[src/rtl/pcie_vc_sched.sv]
// pcie_vc_sched: two-VC FIFO buffering with pause-aware arbitration onto one tagged link word.
// Define PCIE_SCHED_STRICT_PRIO_EN for VC0 strict priority; otherwise round-robin.
module pcie_vc_sched #(
    parameter int DEPTH  = 4,
    parameter int DATA_W = 5
) (
    input  logic              clk,
    input  logic              reset_L,
    input  logic              in_valid_vc0,
    input  logic [DATA_W-1:0] in_data_vc0,
    output logic              in_ready_vc0,
    input  logic              in_valid_vc1,
    input  logic [DATA_W-1:0] in_data_vc1,
    output logic              in_ready_vc1,
    input  logic              pause_VC0P0,
    input  logic              pause_VC1P1,
    output logic              valid_p0,
    output logic              valid_p1,
    output logic [DATA_W:0]   data_p0,
    output logic [DATA_W:0]   data_p1,
    output logic              ovf_error,
    output logic              idle
);
    localparam int AW = $clog2(DEPTH);
    localparam int CW = AW + 1;

    logic [1:0]        in_valid, ready, pause, elig, gnt;
    logic [DATA_W-1:0] in_data [2];
    logic [DATA_W-1:0] head    [2];
    logic [CW-1:0]     cnt     [2];
    logic              valid_q, ovf_q;
    logic [DATA_W:0]   data_q, data_d;

    assign in_valid   = {in_valid_vc1, in_valid_vc0};
    assign pause      = {pause_VC1P1, pause_VC0P0};
    assign in_data[0] = in_data_vc0;
    assign in_data[1] = in_data_vc1;

    for (genvar v = 0; v < 2; v++) begin : g_fifo
        logic [DATA_W-1:0] mem_q [DEPTH];
        logic [AW-1:0]     wp_q, rp_q;
        logic [CW-1:0]     cnt_q, cnt_d;
        logic              push;
        assign ready[v] = cnt_q != CW'(DEPTH);
        assign push     = in_valid[v] && ready[v];
        assign elig[v]  = (cnt_q != '0) && !pause[v];
        assign head[v]  = mem_q[rp_q];
        assign cnt[v]   = cnt_q;
        assign cnt_d    = cnt_q + CW'(push) - CW'(gnt[v]);
        always_ff @(posedge clk)
            if (push) mem_q[wp_q] <= in_data[v];
        always_ff @(posedge clk or negedge reset_L)
            if (!reset_L) begin
                wp_q  <= '0;
                rp_q  <= '0;
                cnt_q <= '0;
            end else begin
                wp_q  <= wp_q + AW'(push);
                rp_q  <= rp_q + AW'(gnt[v]);
                cnt_q <= cnt_d;
            end
    end

`ifdef PCIE_SCHED_STRICT_PRIO_EN
    assign gnt = {elig[1] && !elig[0], elig[0]};
`else
    // last_q = 1 means VC1 was granted last, so VC0 wins the next tie
    logic last_q;
    assign gnt[0] = elig[0] && (!elig[1] || last_q);
    assign gnt[1] = elig[1] && !gnt[0];
`endif

    assign data_d = gnt[1] ? {1'b1, head[1]} : gnt[0] ? {1'b0, head[0]} : '0;

    always_ff @(posedge clk or negedge reset_L)
        if (!reset_L) begin
            valid_q <= 1'b0;
            data_q  <= '0;
            ovf_q   <= 1'b0;
`ifndef PCIE_SCHED_STRICT_PRIO_EN
            last_q  <= 1'b1;
`endif
        end else begin
            valid_q <= |gnt;
            data_q  <= data_d;
            ovf_q   <= ovf_q | |(in_valid & ~ready);
`ifndef PCIE_SCHED_STRICT_PRIO_EN
            if (|gnt) last_q <= gnt[1];
`endif
        end

    assign in_ready_vc0 = ready[0];
    assign in_ready_vc1 = ready[1];
    assign valid_p0     = valid_q;
    assign valid_p1     = valid_q;
    assign data_p0      = data_q;
    assign data_p1      = data_q;
    assign ovf_error    = ovf_q;
    assign idle         = (cnt[0] == '0) && (cnt[1] == '0) && !valid_q;
endmodule

[config.mk]
export PLATFORM = sky130hd
export DESIGN_NAME = pcie_vc_sched
export DESIGN_NICKNAME = d
export VERILOG_FILES = /design/src/rtl/pcie_vc_sched.sv
export SDC_FILE = /design/constraint.sdc
export NUM_CORES = 1
export LEC_CHECK = 0
export CAP_MARGIN = 10
export CORE_ASPECT_RATIO = 0.75
export CORE_MARGIN = 4
export CORE_UTILIZATION = 40
export DETAILED_ROUTE_END_ITERATION = 6
export SLEW_MARGIN = 40
export SYNTH_ARGS = -nofsm -noshare
export SYNTH_HDL_FRONTEND = slang
export SYNTH_SLANG_ARGS = --single-unit
[constraint.sdc]
create_clock -name clk -period 3.1 [get_ports clk]
set_input_delay 0.31 -clock clk [delete_from_list [all_inputs] [get_ports clk]]
set_output_delay 0.31 -clock clk [all_outputs]
set_load 0.02 [all_outputs]
======== After elaboration in Yosys (flattened, before gate mapping) ========
Memories as Yosys holds them, arrays and structs flattened.
Index checks and enable logic that the tools add are counted.
cells by class
  add/sub/neg operators ................... 8
  multiply operators ...................... 0
  divide/modulo/power cells ............... 0
  $lt $le $gt $ge ......................... 0
  eq/ne operators ......................... 2
  shifts and indexed selects .............. 0
  muxes and demuxes ....................... 6
  bitwise gates (word level) .............. 3
  reduce and logical (&&, ||, !) cells .... 20
operators with widths
  operator                               count
  adder 2 x 1 -> 2 bit                   4
  logical AND 1 bit                      8
  adder 3 x 1 -> 3 bit                   2
  logical NOT 3 bit                      2
  two-way mux 6 bit                      1
  != test 3 bit (second input constant)  2
  nonzero test 3 bit                     2
  subtractor 3 x 1 -> 3 bit              2
  logical NOT 1 bit                      5
  two-way mux 5 bit                      1
  two-way mux 1 bit                      4
  OR reduction 2 bit                     2
  AND 2 bit                              1
  inverter 2 bit                         1
  logical OR 1 bit                       1
  bitwise OR 1 bit                       1
storage, ports and cells
  bits in registers ....................... 23
  latch bits .............................. 0
  memory bits (writable) .................. 40
  ROM bits ................................ 0
  output and inout port bits .............. 18
  word-level logic and storage cells ...... 51
  memories ................................ 2
memories
  memory           depth  bits a word  rd ports  clocked after Yosys merged registers in  wr ports  line  source
  g_fifo[0].mem_q  4      5            1         0                                        1         40    logic [DATA_W-1:0] mem_q [DEPTH];
  g_fifo[1].mem_q  4      5            1         0                                        1         40

======== Longest topological paths before layout ========
Gate-level depths: netlist of the first run.
  word-level depth ........................ 8
  depth in mapped cells ................... 10
  gate-level depth less buffers ........... 10

======== Worst setup path after synthesis of the first run ========
OpenSTA, ideal clock, no wires.
  path kind ............................... flip-flop to flip-flop
  start point ............................. register g_fifo[0].cnt_q[1]
  end point ............................... register g_fifo[1].cnt_q[2]
  data arrival time ....................... 2207 ps
  required time ........................... 2977 ps
  slack ................................... 770 ps
  stages on the path, launching flop included .. 9
  clock period less this slack ............ 2330 ps
  cell sequence ........................... dfrtp_1 > or3_4 > a211oi_4 > xor2_1 > ha_1 > inv_1 > fa_1 > xnor2_1 > xnor2_1
on the way
  word-level cells in the longest chain between the ends .. 6
ends and longest elaborated chain
  element                    line  source
  start, declared            42    logic [CW-1:0] cnt_q, cnt_d;
  start signal, assigned     60    cnt_q <= cnt_d;
  nonzero test 3 bit         46    assign elig[v] = (cnt_q != '0) && !pause[v];
  logical AND 1 bit          46
  logical AND 1 bit          69    assign gnt[0] = elig[0] && (!elig[1] || last_q);
  logical NOT 1 bit          70    assign gnt[1] = elig[1] && !gnt[0];
  logical AND 1 bit          70
  subtractor 3 x 1 -> 3 bit  49    assign cnt_d = cnt_q + CW'(push) - CW'(gnt[v]);
  net g_fifo[1].cnt_d[2]     42
  end signal, assigned       60
  end, declared              42
The timed path passes the listed nets, and every way through them passes these cells.
A chain may end at the register's enable or synchronous reset.

======== Worst setup path in the final report of the first run ========
Same ends and word-level chain as after synthesis.

==> results of run 1 <==
-- worst max-delay path: cells and delay by family (launching register included) --
kind	cells	cell delay [ps]
and+or+nand+nor	1	450
AOI/OAI and AO/OA	1	460
adders and majority gates	2	530
DFF	1	450
xor gates and xnor gates	3	520
buffers and inverters	1	40
-- state kept, by name (all words and copies together) (netlist names) --
name          cells
data_p0           6
g_fifo.cnt_q      6
g_fifo.mem_q     40
g_fifo.rp_q       4
g_fifo.wp_q       4
last_q            1
ovf_error         1
valid_p0          1
-- per-stage QoR --
stage	util	area, um^2	std cells	power (W)	setup WS (ps)
global route	0.509	3200	280	0.00341	446
finish	0.509	3200	280	0.00320	596
CTS	0.508	3190	280	0.00325	563
detailed placement	0.469	2950	263	0.00241	533
floorplan	-	2570	159	0.00208	770
global placement	0.469	2950	263	0.00236	601
-- layout by cell type (no fill, tap or decap), drive strengths merged, types with 2 or more instances in the layout --
cell / Yosys / final
bufinv: 0 / 3
dfrtp: 22 / 22
inv: 14 / 14
edfxtp: 40 / 40
ha: 4 / 4
nand2: 12 / 12
clkdlybuf4s50: 0 / 32
and3: 2 / 2
fa: 2 / 2
nor2: 7 / 7
nor2b: 3 / 3
xor2: 5 / 5
nor3b: 4 / 4
buf: 10 / 3
o21ai: 5 / 5
mux4: 10 / 10
xnor2: 7 / 7
clkbuf: 2 / 10
clkinvlp: 0 / 2
nor3: 3 / 3
-- layout make-up --
class,instances,share of cell area
flip-flops and latches,63,0.556
multi-input cells,70,0.212
repair buffers,36,0.110
clock buffers,10,0.0399
clock inverters,6,0.0340
well taps,81,0.0317
inverters,14,0.0164
-- power breakdown --
| group | leakage, nW | switching [W] | internal [W] |
|---|---|---|---|
| combinational | 0.442 | 0.000463 | 0.000513 |
| sequential | 0.635 | 0.000223 | 0.00117 |
| clock | 0.110 | 0.000304 | 0.000531 |
| total | 1.19 | 0.000990 | 0.00221 |
-- kinds of logic after synthesis --
logic type      share of synthesized area
xor+xnor                           0.0408
flops                               0.691
compound gates                     0.0331
simple gates                       0.0637
mux                                0.0875
fa+ha+maj                          0.0350
buf+inv                            0.0491
-- worst max path at each step --
stage	start	end	slack (ps)	cells past startpoint
global placement	pause_VC0P0	g_fifo[1].cnt_q[2]	600	9
finish	g_fifo[0].cnt_q[1]	g_fifo[1].cnt_q[2]	600	8
floorplan	g_fifo[0].cnt_q[1]	g_fifo[1].cnt_q[2]	770	8
global route	g_fifo[0].cnt_q[1]	g_fifo[1].cnt_q[2]	450	8
detailed placement	pause_VC0P0	g_fifo[1].cnt_q[2]	530	9
CTS	g_fifo[0].cnt_q[1]	g_fifo[1].cnt_q[2]	560	8
-- routing by layer --
metal / global-route usage / up-vias / wire [um]
met5: 0 / - / 0
li1: - / 629 / -
met1: 0.156 / 687 / 1840
met4: 0.0404 / 0 / 47
met3: 0.0566 / 6 / 326
met2: 0.196 / 43 / 2090
-- timing repair --
| action | in CTS | in global routing |
|---|---|---|
| hold endpoints to repair | 22 | 0 |
| hold buffers | 1 | 0 |
| buffers inserted | 0 | 0 |
==> impl_metrics.json, run 1 <==
{
  "finalNetCount": 216,
  "ys_top_cells_by_count": "edfxtp_1, dfrtp_1, inv_1",
  "fillCellCount": 535,
  "path_class": "register to register",
  "avgSynthCellArea_um2": 16.2,
  "ys.warnings.count": 0,
  "synthArstFlopShare": 0.365,
  "r2r-start": "g_fifo[0].cnt_q[1]",
  "clk_latency_ps": 330,
  "io-pin-count": 34,
  "rsz0062_at_grt": "false",
  "crit_chain": "or3_4 > a211oi_4 > xor2_1 > ha_1 > inv_1 > fa_1 > xnor2_1 > xnor2_1",
  "layout-drive-gt1-share": 0.171,
  "gr-total-overflow": 0,
  "antenna_found_initial": 0,
  "ir_worst_vdd_uv": 339,
  "post_cts_resized": 0,
  "wl_um": 4300,
  "area_delta_synth_final_pct": 24.3,
  "setup-violations-final": 0,
  "ys_seq_elements": 63,
  "critPathRequiredTime_ps": 3360,
  "clk_pin_slew_ps": 70,
  "slew-limit-headroom": 0.649,
  "coreArea_mm2": 0.00629,
  "hpwl_um": 3190,
  "ff2ff_setup_slack_ps": 600,
  "rows": 25,
  "dr_total_vias": 1365,
  "clock_path_buffers": 2,
  "finClkSkew_ps": 9.19,
  "first_pass_iters": 4,
  "synth_ff_type": "edfxtp_1",
  "r2r_end": "g_fifo[1].cnt_q[2]",
  "wl_per_cell_um": 15.4,
  "cp-start-kind": "register",
  "grt_max_degree": 24,
  "cp.arrival_ps": 2770,
  "start_util": 0.409,
  "critPathCaptureType": "register",
  "cts_made_buffers": 9,
  "synth_area_leaders": "edfxtp_1, dfrtp_1, mux4_2",
  "slowest_stage": "a211oi_4",
  "final_antenna_net_count": 0,
  "whs_ps": 494,
  "die_area_mm2": 0.00779,
  "drc": 0,
  "synth_top_cell_area_share": 0.467,
  "multi_input_area_um2": 679,
  "synth.distinct_cells": 27,
  "clock-sinks": 63,
  "yosysSeqAreaShare": 0.691,
  "period_minus_slack_ps": 2500,
  "grt_pass1_wl_um": 7270,
  "drv_slew": 0,
  "worstMarginPinSlew_ps": 527,
  "cts_root_buf": "clkbuf_8",
  "cp_common_cell": "xnor2_1",
  "port_buffers": 33,
  "reg2reg_depth": 8,
  "critical_path.max_fanout": 10,
  "syn_area_mm2": 0.00257,
  "max_freq_mhz": 399,
  "hold_viol": 0,
  "gp_congestion": 0.771,
  "synth_area_leader_cell": "edfxtp_1",
  "grt_pass1_vias": 1481,
  "finalCritPeriodShare": 0.808,
  "cts_tree": "yes",
  "die_h_um": 77.5,
  "htree_levels": 3,
  "slowest_delay_ps": 460,
  "num_antenna_cells": 0,
  "outcome": "complete, no violations",
  "grt_use_total": 0.125,
  "synth-edff-count": 40,
  "maxCapViolCount": 0,
  "p_leak_nw": 1.19,
  "syn_inst": 159,
  "tns_ps": 0,
  "drt_iter0_drc": 81,
  "yosysMostFrequentCell": "edfxtp_1",
  "power_density_mw_per_mm2": 1000,
  "hold_path_class": "primary input to async pin",
  "synthesis.nets": 181,
  "die_w_um": 101,
  "vias_per_cell": 4.88,
  "seq_area_mm2": 0.00178
}
Power figures use the tool's default switching activity.
==> run 2: changes to the inputs <==
==> constraint.sdc (replaced) <==
create_clock -name clk -period 2.4 [get_ports clk]
set_input_delay 0.24 -clock clk [delete_from_list [all_inputs] [get_ports clk]]
set_output_delay 0.24 -clock clk [all_outputs]
set_load 0.02 [all_outputs]
==> run 2 against run 1 <==
- core utilization about the same
- routed wire length up 1.7%
- non-clock buffer count up 7
- sequential cell count unchanged
- global-route usage up 0.12 points
- sequential power up 29%
- fmax up 9.1%
- final cell count up 2.1%
- die area unchanged
- combinational power up 39%
- clock-buffer cell count down 1
- worst hold slack worse by 210 ps
- critical path type unchanged
- largest power group unchanged
==> impl_metrics.json, run 2 (synthesis gave the netlist of run 1 again) <==
{
  "outcome": "complete, no violations",
  "whs_ps": 279,
  "fillCellCount": 527,
  "clock_path_buffers": 2,
  "regMostFlops": "g_fifo.mem_q",
  "crit_chain": "or3_4 > a211oi_4 > xor2_1 > ha_1 > inv_1 > fa_2 > xnor2_2 > xnor2_1",
  "finClkSkew_ps": 8.04,
  "die_area_mm2": 0.00779,
  "clk_pin_slew_ps": 70,
  "maxCapViolCount": 0,
  "r2r-start": "g_fifo[0].cnt_q[1]",
  "path_class": "register to register",
  "wl_um": 4380,
  "crit_path_end": "g_fifo[1].cnt_q[2]",
  "grt_max_degree": 24,
  "hpwl_um": 3250,
  "combPwrFrac": 0.343,
  "grt-busiest-layer": "met2",
  "gr-total-overflow": 0,
  "largest_reg_flops": 40,
  "critPathLaunch": "g_fifo[0].cnt_q[1]",
  "finalNetCount": 223,
  "use_met1": 0.158,
  "grt_util_met3": 0.0539,
  "antenna_found_initial": 0,
  "layout-drive-gt1-share": 0.205,
  "port_buffers": 33,
  "gp_congestion": 0.751,
  "start_util": 0.409,
  "period_minus_slack_ps": 2290,
  "post-route-util": 0.509,
  "placed_area_mm2": 0.00299,
  "cts_hold_buf": 0,
  "rows": 25,
  "tns_ps": 0,
  "max_freq_mhz": 436,
  "layout_common_cells": "edfxtp_1, clkdlybuf4s50_1, dfrtp_1",
  "wl_per_cell_um": 15.3,
  "clk_latency_ps": 320,
  "power_density_mw_per_mm2": 1240,
  "r2r_end": "g_fifo[1].cnt_q[2]",
  "cp-start-kind": "register",
  "drv_slew": 0,
  "final_antenna_net_count": 0,
  "first_pass_iters": 4,
  "critical_path.max_fanout": 5,
  "slowest_delay_ps": 440,
  "cts_root_buf": "clkbuf_8",
  "cts_tree": "yes",
  "slew-limit-headroom": 0.655,
  "ff2ff_setup_slack_ps": 110,
  "dr_total_vias": 1351,
  "io-pin-count": 34,
  "reg2reg_depth": 8,
  "num_antenna_cells": 0,
  "final_cells": 286,
  "power.switching_w": 0.00127,
  "cts_made_buffers": 9,
  "final_area_mm2": 0.00320,
  "crit_family": "adder cells",
  "swShare": 0.319,
  "vias_per_cell": 4.72,
  "intPower_w": 0.00270,
  "drt_iter0_drc": 62,
  "critPathCaptureType": "register",
  "p_leak_nw": 1.21,
  "slowest_stage": "dfrtp_2",
  "grt_use_total": 0.127,
  "rsz0062_at_grt": "false",
  "die_h_um": 77.5,
  "p_seq_frac": 0.453,
  "critPathBufInv": 1,
  "drc": 0,
  "die_w_um": 101,
  "multi_input_area_um2": 684,
  "mostFrequentLayoutCell": "edfxtp_1",
  "coreArea_mm2": 0.00629,
  "dpl.cell_count": 269,
  "clock-sinks": 63,
  "grt_pass1_wl_um": 7440,
  "area_delta_synth_final_pct": 24.3,
  "critPathRequiredTime_ps": 2600,
  "seq_area_mm2": 0.00178,
  "hold_viol": 0,
  "use_met2": 0.203,
  "cp.depth": 8,
  "grt_pass1_vias": 1495,
  "setup-violations-final": 0,
  "clkPwrFrac": 0.205,
  "worstMarginPinSlew_ps": 515,
  "ir_worst_vdd_uv": 506,
  "cp.arrival_ps": 2490,
  "hold_path_class": "primary input to async pin",
  "finalCritPeriodShare": 0.956,
  "htree_levels": 3
}
[run 2: changes by cell type in the layout (fill, tap and decap cells not counted), moves of 2 or more]
cell	change
clkinv_2	+3
bufinv_16	-2
buf_4	+8
clkinvlp_4	-2
[run 2: per-stage QoR]
stage | power (W) | worst slack, ps
finish | 0.00397 | 105
global route | 0.00425 | 25.9
CTS | 0.00398 | 37.2
detailed placement | 0.00315 | 57.9
global placement | 0.00308 | 149
floorplan | 0.00268 | 69.6
[run 2: how the worst min path moves through the flow]
stage	from	end	cells past startpoint	slack, ps
after CTS	reset_L	valid_p0	2	280
after detailed placement	ovf_error	ovf_error	1	470
final	reset_L	g_fifo[0].cnt_q[2]	2	280
after floorplan	reset_L	data_p0[0]	0	-60
after global routing	reset_L	g_fifo[0].cnt_q[2]	2	290
after global placement	ovf_error	ovf_error	1	470
[run 2: routing by layer]
metal	up-vias	share of wire
li1	640	-
met1	679	0.44
met2	30	0.51
met3	2	0.053
met4	0	0.0034
met5	-	0
[run 2: power by group through the flow]
stage | sequential, W | combinational (W) | clock (W)
detailed placement | 0.00182 | 0.00133 | 0
global route | 0.00185 | 0.00150 | 0.000899
CTS | 0.00180 | 0.00134 | 0.000844
floorplan | 0.00173 | 0.000957 | 0
global placement | 0.00180 | 0.00129 | 0
finish | 0.00179 | 0.00136 | 0.000812
[run 2: area by class of cell]
type                            count  area share
Clock buffer                        9      0.0387
Clock inverter                      6      0.0164
Multi-Input combinational cell     70       0.214
Timing Repair Buffer               43       0.127
Tap cell                           81      0.0317
Sequential cell                    63       0.556
Inverter                           14      0.0164
[run 2: what timing repair did]
action,in CTS,in global routing
buffers inserted,0,2
setup endpoints to repair,0,2
gates resized for setup,0,4
[run 2: worst reg2reg max path, cell delays in order, from the launching register on]
cell      delay, ps
dfrtp_2         440
or3_4           430
a211oi_4        290
xor2_1          170
ha_1            160
inv_1            50
fa_2            360
xnor2_2         150
xnor2_1         130
